## config.mk

```make
export PLATFORM = sky130hd
export DESIGN_NAME = acqbuf_ctrl
export DESIGN_NICKNAME = d
export VERILOG_FILES = /design/src/rtl/acqbuf_ctrl_pkg.sv /design/src/rtl/acq_decim.sv /design/src/rtl/acqbuf_ctrl.sv
export SDC_FILE = /design/constraint.sdc
export NUM_CORES = 1
export LEC_CHECK = 0
export ABC_AREA = 0
export CORE_MARGIN = 1.5
export CORE_UTILIZATION = 51
export DETAILED_ROUTE_END_ITERATION = 8
export PLACE_DENSITY_LB_ADDON = 0.2
export SLEW_MARGIN = 20
export SYNTH_ARGS = -nofsm -noshare
export SYNTH_HDL_FRONTEND = slang
export SYNTH_SLANG_ARGS = --single-unit
```

## constraint.sdc

```tcl
create_clock -name clk -period 8.1 [get_ports clk]
set_input_delay 1.62 -clock clk [delete_from_list [all_inputs] [get_ports clk]]
set_output_delay 1.62 -clock clk [all_outputs]
set_load 0.01 [all_outputs]
```

## src/rtl/acqbuf_ctrl_pkg.sv

```systemverilog
// acqbuf_ctrl_pkg: shared state type and effective-length helper for the acquisition capture controller
package acqbuf_ctrl_pkg;

  typedef enum logic [1:0] {
    IDLE    = 2'd0,
    ARMED   = 2'd1,
    CAPTURE = 2'd2,
    DONE    = 2'd3
  } state_t;

  // A zero or oversized length means a full-buffer record
  function automatic int eff_len(input int len, input int aw);
    return (len == 0 || len > (1 << aw)) ? (1 << aw) : len;
  endfunction

endpackage

```

## src/rtl/acq_decim.sv

```systemverilog
// acq_decim: decimation counter that strobes take on 1 of every decim+1 valid samples
module acq_decim #(
  parameter int DECIM_WIDTH = 8
) (
  input  logic                   clk,
  input  logic                   rst,
  input  logic                   clr,
  input  logic                   s_valid,
  input  logic [DECIM_WIDTH-1:0] decim,
  output logic                   take
);

  logic [DECIM_WIDTH-1:0] dcnt;

  assign take = s_valid && dcnt == '0;

  // Reload on a take, count down on other valid samples, restart on clear
  always_ff @(posedge clk or posedge rst)
    if (rst) dcnt <= '0;
    else if (clr) dcnt <= '0;
    else if (take) dcnt <= decim;
    else if (s_valid) dcnt <= dcnt - 1'b1;

endmodule

```

## src/rtl/acqbuf_ctrl.sv

```systemverilog
// acqbuf_ctrl: armed/triggered capture of a decimated sample record into one BRAM; ACQBUF_CTRL_PRETRIG_EN adds pre-trigger capture
module acqbuf_ctrl
  import acqbuf_ctrl_pkg::*;
#(
  parameter int ADDR_WIDTH  = 12,
  parameter int DATA_WIDTH  = 64,
  parameter int DECIM_WIDTH = 8
) (
  input  logic                   clk,
  input  logic                   rst,
  input  logic                   arm,
  input  logic                   abort,
  input  logic                   trig,
  input  logic [DECIM_WIDTH-1:0] decim,
  input  logic [ADDR_WIDTH:0]    length,
  input  logic [ADDR_WIDTH-1:0]  pretrig,
  input  logic                   s_valid,
  input  logic [DATA_WIDTH-1:0]  s_data,
  output logic                   bram_we,
  output logic [ADDR_WIDTH-1:0]  bram_waddr,
  output logic [DATA_WIDTH-1:0]  bram_wdata,
  output logic                   busy,
  output logic                   done,
  output logic [ADDR_WIDTH-1:0]  start_addr
);

  state_t                 state, state_n;
  logic [DECIM_WIDTH-1:0] decim_q;
  logic [ADDR_WIDTH:0]    l_eff, p_eff, last_q, post;
  logic [ADDR_WIDTH-1:0]  wptr;
  logic                   take, wr, acc, fill_ok, arm_ok, counted;

  assign l_eff   = (ADDR_WIDTH+1)'(eff_len(int'(length), ADDR_WIDTH));
  assign arm_ok  = arm && !abort && (state == IDLE || state == DONE);
  assign counted = state == CAPTURE || acc;
  assign busy    = state == ARMED || state == CAPTURE;
  assign done    = state == DONE;

  acq_decim #(.DECIM_WIDTH(DECIM_WIDTH)) u_decim (
    .clk(clk),
    .rst(rst),
    .clr(state_n != state),
    .s_valid(s_valid),
    .decim(decim_q),
    .take(take)
  );

`ifdef ACQBUF_CTRL_PRETRIG_EN
  localparam logic [ADDR_WIDTH:0] DEPTH_W = (ADDR_WIDTH+1)'(1 << ADDR_WIDTH);
  logic [ADDR_WIDTH:0] pre_q, fill;
  assign p_eff   = ({1'b0, pretrig} < l_eff - 1'b1) ? {1'b0, pretrig} : l_eff - 1'b1;
  assign fill_ok = fill >= pre_q;
  // Pre-trigger fill level (saturating) and record start address captured on trigger
  always_ff @(posedge clk or posedge rst)
    if (rst) begin
      pre_q      <= '0;
      fill       <= '0;
      start_addr <= '0;
    end else if (arm_ok) begin
      pre_q      <= p_eff;
      fill       <= '0;
      start_addr <= '0;
    end else begin
      if (state == ARMED && wr && fill < DEPTH_W) fill <= fill + 1'b1;
      if (acc) start_addr <= wptr - pre_q[ADDR_WIDTH-1:0];
    end
`else
  logic unused_pretrig;
  assign unused_pretrig = ^pretrig;
  assign p_eff          = '0;
  assign fill_ok        = 1'b1;
  assign start_addr     = '0;
`endif

  // Next state, write strobe and trigger acceptance; abort overrides everything
  always_comb begin
    state_n = state;
    wr      = 1'b0;
    acc     = 1'b0;
    case (state)
      IDLE: state_n = arm ? ARMED : IDLE;
      ARMED: begin
        acc = trig && fill_ok;
`ifdef ACQBUF_CTRL_PRETRIG_EN
        wr  = take;
`else
        wr  = take && acc;
`endif
        if (acc) state_n = (take && last_q == '0) ? DONE : CAPTURE;
      end
      CAPTURE: begin
        wr = take;
        if (take && post == last_q) state_n = DONE;
      end
      DONE: state_n = arm ? ARMED : DONE;
      default: state_n = IDLE;
    endcase
    if (abort) begin
      state_n = IDLE;
      wr      = 1'b0;
      acc     = 1'b0;
    end
  end

  // State, record bookkeeping and the registered BRAM write port
  always_ff @(posedge clk or posedge rst)
    if (rst) begin
      state      <= IDLE;
      decim_q    <= '0;
      last_q     <= '0;
      post       <= '0;
      wptr       <= '0;
      bram_we    <= 1'b0;
      bram_waddr <= '0;
      bram_wdata <= '0;
    end else begin
      state   <= state_n;
      bram_we <= wr;
      if (wr) begin
        bram_waddr <= wptr;
        bram_wdata <= s_data;
      end
      if (arm_ok) begin
        decim_q <= decim;
        last_q  <= l_eff - p_eff - 1'b1;
        wptr    <= '0;
        post    <= '0;
      end else if (wr) begin
        wptr <= wptr + 1'b1;
        if (counted) post <= post + 1'b1;
      end
    end

endmodule

```

==> results.json, run 1 <==
{
  "routabilityCongestion": 0.8496,
  "grt_overflow": 0,
  "p_clk_share_pct": 39.6,
  "utilization_pct": 72.03,
  "grt_pass1_vias": 5064,
  "grt_max_degree": 73,
  "worstPathArrival_ps": 5120,
  "design.die.area_um2": 12980,
  "cts_sinks": 133,
  "slew_headroom_pct": 42.09,
  "criticalPathCategory": "in -> reg",
  "synthToLayoutAreaGrowth_pct": 37.83,
  "nets": 830,
  "synth_top_area_share_pct": 53.02,
  "synth_edf_count": 0,
  "cts_setup_buffers": 0,
  "start_kind": "input port",
  "clock_latency_ps": 410,
  "core_um2": 12010,
  "cp_max_fo": 71,
  "netSwitchingFraction_pct": 27.13,
  "post-place-ws_ps": 2941,
  "rsz0062_at_grt": "no",
  "synth_seq_area_share_pct": 53.02,
  "wl_per_cell_um": 16.95,
  "power_frac_comb_pct": 20.3,
  "cts-buffers-inserted": 17,
  "switching_power_mw": 0.5446,
  "drv_cap": 0,
  "nFillCells": 828,
  "fin_ws_ps": 3268,
  "via_per_inst": 5.532,
  "yosysWarnings": 0,
  "ir_drop_uv": 176.6,
  "grt_use_total_pct": 24.16,
  "ys_ff_latch": 133,
  "p_int_mw": 1.463,
  "tritoncts": "built",
  "ys.flop_type": "dfrtp_1",
  "period_minus_slack_ps": 4832,
  "rows": 40,
  "cts_buffer_depth": 2,
  "seqPwrFrac_pct": 40.1,
  "grt_pass1_wl_um": 24500,
  "dr.first_iter.drc_count": 231,
  "multi_input_area_um2": 2744,
  "postRouteAntennaNets": 0,
  "setup_violations": 0,
  "cts_max_level": 4,
  "slew_viol_final": 0,
  "synth.area.top_cells": "dfrtp_1 (53%), mux2_2 (14%), xor2_1 (3.5%), nand2_1 (3.3%), nor2_1 (2.1%)",
  "finClkSkew_ps": 5.437,
  "drive_gt1_share_pct": 17.37,
  "start_util_pct": 52.26,
  "fmax_ghz": 0.2070,
  "leakagePower_nw": 3.921,
  "timing.final.crit_share_pct": 59.65,
  "synth_area_per_cell_um2": 11.41,
  "synth_cells": 550,
  "hold_class": "reg -> reg",
  "cp-end-kind": "flip-flop",
  "synth.largest_area_cell": "dfrtp_1",
  "die_w_um": 113.9,
  "routed_wl_um": 14880,
  "die-height_um": 113.9,
  "r2r_slack_ps": 4520,
  "ctsHoldBuffers": 0,
  "synth.distinct_cells": 53,
  "port_buffers": 169,
  "root_buffer": "clkbuf_16",
  "drc": 0,
  "antenna_found_initial": 0,
  "cts.repair.resized": 0,
  "crit_required_ps": 8390,
  "worst_slew_pin_slew_ps": 868.7,
  "synth_area_um2": 6277,
  "ios": 194,
  "cellPowerDensity_nw_per_um2": 232.0,
  "status": "finished clean",
  "finalHoldViolations": 0,
  "clkTransAtPathRegs_ps": 50,
  "seqCellArea_um2": 3328,
  "synthArstFlopShare_pct": 100.0,
  "dpl.hpwl_um": 10230,
  "num_antenna_cells": 0,
  "vias": 4857,
  "first_pass_iters": 4,
  "finalSetupTns_ps": 0
}
==> flip-flops by register name (all words and copies together) (netlist names) <==
register and flops:
post 13, decim_q 8, bram_wdata 64, u_decim.dcnt 8
last_q 13, bram_we 1, state 2, bram_waddr 12
wptr 12
==> logic make-up (layout without fill, tap and decap cells) <==
kind of cell / after synthesis / count (layout) / share of synthesized area (%)
xor gates and xnor gates: 38 / 38 / 5.302
muxes: 78 / 78 / 13.95
DFF: 133 / 133 / 53.02
adders and majority gates: 9 / 9 / 1.794
AOI/OAI and AO/OA: 64 / 64 / 6.638
and+or+nand+nor: 177 / 177 / 15.23
other: 1 / 12 / 0.05974
buffers and inverters: 50 / 220 / 4.006
==> per-layer routing <==
metal	vias up	wire, µm	GRT usage [%]
met4	0	279	8.083
met2	185	7392	39.60
met5	-	0	0
met1	2394	5779	28.43
li1	2247	-	-
met3	31	1432	10.84
==> power by group through the flow <==
stage | Clock, mW | Sequential (mW) | Combinational (mW)
CTS | 0.806 | 0.805 | 0.409
global placement | 0 | 0.810 | 0.389
finish | 0.795 | 0.806 | 0.407
global route | 0.839 | 0.816 | 0.447
detailed placement | 0 | 0.813 | 0.405
floorplan | 0 | 0.817 | 0.223
==> cell usage after synthesis, types with 2 or more instances <==
| cell | n |
|---|---|
| and4_1 | 2 |
| nor4_1 | 6 |
| mux2_2 | 76 |
| o31ai_1 | 4 |
| o21a_1 | 3 |
| a22oi_1 | 2 |
| xor2_1 | 25 |
| buf_2 | 9 |
| clkbuf_1 | 11 |
| a21o_1 | 3 |
| o21ai_0 | 16 |
| mux2i_1 | 2 |
| nand2_1 | 55 |
| xnor2_1 | 13 |
| nand4_1 | 15 |
| dfrtp_1 | 133 |
| nor2_1 | 35 |
| nand2b_1 | 5 |
| a21oi_1 | 13 |
| nor3_2 | 2 |
| nor4_4 | 2 |
| nand3_1 | 12 |
| or3_1 | 9 |
| a211oi_1 | 3 |
| a22o_1 | 2 |
| o211ai_1 | 5 |
| nor2b_1 | 4 |
| ha_1 | 9 |
| and3_1 | 3 |
| nor3_1 | 16 |
| a31oi_1 | 5 |
| buf_4 | 14 |
| inv_1 | 16 |
==> critical path, cell delays in order <==
cell,delay (ps)
clkdlybuf4s50_1,800
and4bb_2,400
nand4_1,510
clkinv_2,520
buf_4,750
nand4_1,230
xor2_1,220
nor2_1,60
==> path summary, 6_finish.rpt <==
path	from	end	cells past startpoint
setup / recovery	s_valid	wptr[7]	8
hold / removal	decim_q[3]	decim_q[3]	2
setup reg to reg	state[0]	wptr[7]	9
hold reg to reg	decim_q[3]	decim_q[3]	2
max in group asynchronous	rst	bram_waddr[7]	3
min in group asynchronous	rst	bram_wdata[21]	2
==> layout by cell type, fill, tap and decap left out, types with 6 or more instances in the layout <==
cell	instances
nor4_1	6
a21oi_1	13
ha_1	9
nand3_1	12
nand2_1	55
nand4_1	15
or3_1	9
dfrtp_1	133
mux2_2	76
inv_1	14
xnor2_1	13
o21ai_0	16
conb_1	12
clkdlybuf4s50_1	169
nor3_1	15
nor2_1	35
clkbuf_16	17
xor2_1	25
==> metrics by stage <==
stage	instance area (µm²)	power [mW]	hold WS (ps)	std cells
2_1_floorplan	6319	1.040	437.9	561
3_3_place_gp	8034	1.198	466.4	846
3_5_place_dp	8034	1.217	470.2	846
4_1_cts	8652	2.020	490.8	878
5_1_grt	8652	2.102	512.6	878
6_report	8652	2.008	485.1	878
==> area by class of cell <==
cell class,instances,share of cell area (%)
Sequential cell,133,38.47
Clock buffer,20,5.394
Tap cell,147,2.126
Multi-Input combinational cell,378,31.71
Clock inverter,12,1.750
Inverter,16,0.7375
Timing Repair Buffer,172,19.81
Power figures use the tool's default switching activity.
==> run 2, diff against run 1 <==
Settings changed: CORE_UTILIZATION 51 to 43.
Clock period 8.1 ns to 4.4 ns, I/O delays scaled along.
==> results.json, run 2 (synthesis gave the netlist of run 1 again) <==
{
  "rsz0062_at_grt": "no",
  "fmax_ghz": 0.3220,
  "cts_sinks": 133,
  "cts.repair.resized": 0,
  "cellPowerDensity_nw_per_um2": 409.2,
  "finalSetupTns_ps": 0,
  "die-height_um": 123.8,
  "cts-buffers-inserted": 17,
  "criticalPathCategory": "in -> reg",
  "vias": 4722,
  "worstPathArrival_ps": 3360,
  "period_minus_slack_ps": 3106,
  "grt_max_degree": 109,
  "cts_max_level": 4,
  "finalPower_mw": 3.545,
  "routabilityCongestion": 0.8569,
  "power_frac_comb_pct": 21.0,
  "largest_reg_flops": 64,
  "ios": 194,
  "cp_max_fo": 14,
  "timing.final.crit_share_pct": 70.59,
  "root_buffer": "clkbuf_16",
  "grt_overflow": 0,
  "start_kind": "input port",
  "first_pass_iters": 6,
  "cts_buffer_depth": 2,
  "clock_latency_ps": 420,
  "routed-wl-met3_um": 1336,
  "ctsHoldBuffers": 0,
  "regMostFlops": "bram_wdata",
  "crit_required_ps": 4650,
  "clkTransAtPathRegs_ps": 60,
  "leakagePower_nw": 3.911,
  "drc": 0,
  "dpl.hpwl_um": 10190,
  "p_int_mw": 2.509,
  "tritoncts": "built",
  "cp-startpoint": "s_valid",
  "via_per_inst": 5.178,
  "netSwitchingFraction_pct": 29.22,
  "cp-end-kind": "flip-flop",
  "wl_met1_um": 5970,
  "switching_power_mw": 1.036,
  "dp.cells": 880,
  "finalHoldViolations": 0,
  "cts_setup_buffers": 0,
  "final_cell_mix": "clkdlybuf4s50_1 (169), dfrtp_1 (133), mux2_2 (76)",
  "reg2reg_from": "state[0]",
  "postRouteAntennaNets": 0,
  "slew_viol_final": 0,
  "routed_wl_um": 14610,
  "wl_per_cell_um": 16.01,
  "dr.first_iter.drc_count": 334,
  "grt_pass1_wl_um": 23390,
  "ir_drop_uv": 269.6,
  "die_w_um": 123.8,
  "slew_headroom_pct": 45.85,
  "finClkSkew_ps": 16.13,
  "status": "finished clean",
  "drv_cap": 0,
  "nets": 831,
  "port_buffers": 169,
  "setup_violations": 0,
  "layout.cells.non_filler": 912,
  "num_antenna_cells": 0,
  "fin_ws_ps": 1294,
  "worst_slew_pin_slew_ps": 789.6,
  "p_clk_share_pct": 37.3,
  "design.die.area_um2": 15330,
  "hold_class": "reg -> reg",
  "dr_wl_met2_um": 7125,
  "drive_gt1_share_pct": 17.49,
  "final_common_cell": "clkdlybuf4s50_1",
  "reg_top3": "bram_wdata (64), last_q (13), post (13)",
  "seqPwrFrac_pct": 41.8,
  "start_util_pct": 44.70,
  "post-place-ws_ps": 882.7,
  "grt_pass1_vias": 4809,
  "rows": 43,
  "top_layer_used": "met4",
  "core_um2": 14040,
  "grt_use_total_pct": 19.83,
  "hold_start": "decim_q[7]",
  "antenna_found_initial": 0,
  "synthToLayoutAreaGrowth_pct": 37.99
}
==> run 2: changes by cell type in the layout (fill, tap and decap cells not counted), sizes merged <==
cell	delta
bufinv	-3
clkinvlp	-3
inv	+6
clkinv	+2
buf	+1
clkbuf	-2
==> run 2: path summary, 6_finish.rpt <==
path	endpoint	cells past startpoint	slack, ps
setup / recovery	u_decim.dcnt[5]	6	1290
hold / removal	decim_q[7]	2	470
setup reg to reg	bram_wdata[22]	8	1860
hold reg to reg	decim_q[7]	2	470
max in group asynchronous	bram_wdata[23]	3	2530
min in group asynchronous	bram_wdata[1]	2	860
==> run 2: power groups by stage <==
stage / logic (mW) / registers, mW / clock network, mW
floorplan: 0.410 / 1.50 / 0
global placement: 0.720 / 1.49 / 0
detailed placement: 0.745 / 1.50 / 0
CTS: 0.749 / 1.48 / 1.35
global route: 0.817 / 1.50 / 1.41
finish: 0.744 / 1.48 / 1.32
==> run 2: layout make-up <==
| type | instances | area, µm² |
|---|---|---|
| fill | 1122 | 5380 |
| sequential | 133 | 3328 |
| multi-input combinational | 378 | 2744 |
| timing repair buffer | 173 | 1747 |
| clock buffer | 18 | 439.2 |
| tap | 180 | 225.2 |
| clock inverter | 14 | 113.9 |
| inverter | 16 | 65.06 |
==> run 2: metal layers <==
| metal | track usage [%] | up-vias |
|---|---|---|
| li1 | - | 2258 |
| met1 | 23.46 | 2288 |
| met2 | 32.53 | 162 |
| met3 | 8.654 | 14 |
| met4 | 6.250 | 0 |
| met5 | 0 | - |
==> run 2: metrics by stage <==
stage	util [%]	instance area (µm²)	hold WS [ps]
after floorplan	-	6322	437.9
after global placement	57.75	8109	462.4
after detailed placement	57.75	8109	462.1
after CTS	61.69	8662	479.4
after global routing	61.69	8662	499.2
final	61.69	8662	471.9
==> run 2: critical path, stage by stage <==
cell             delay (ps)
clkdlybuf4s50_1         810
and4bb_2                410
nand2_1                 200
o21ai_2                 240
mux2i_1                 700
nor3_1                  120
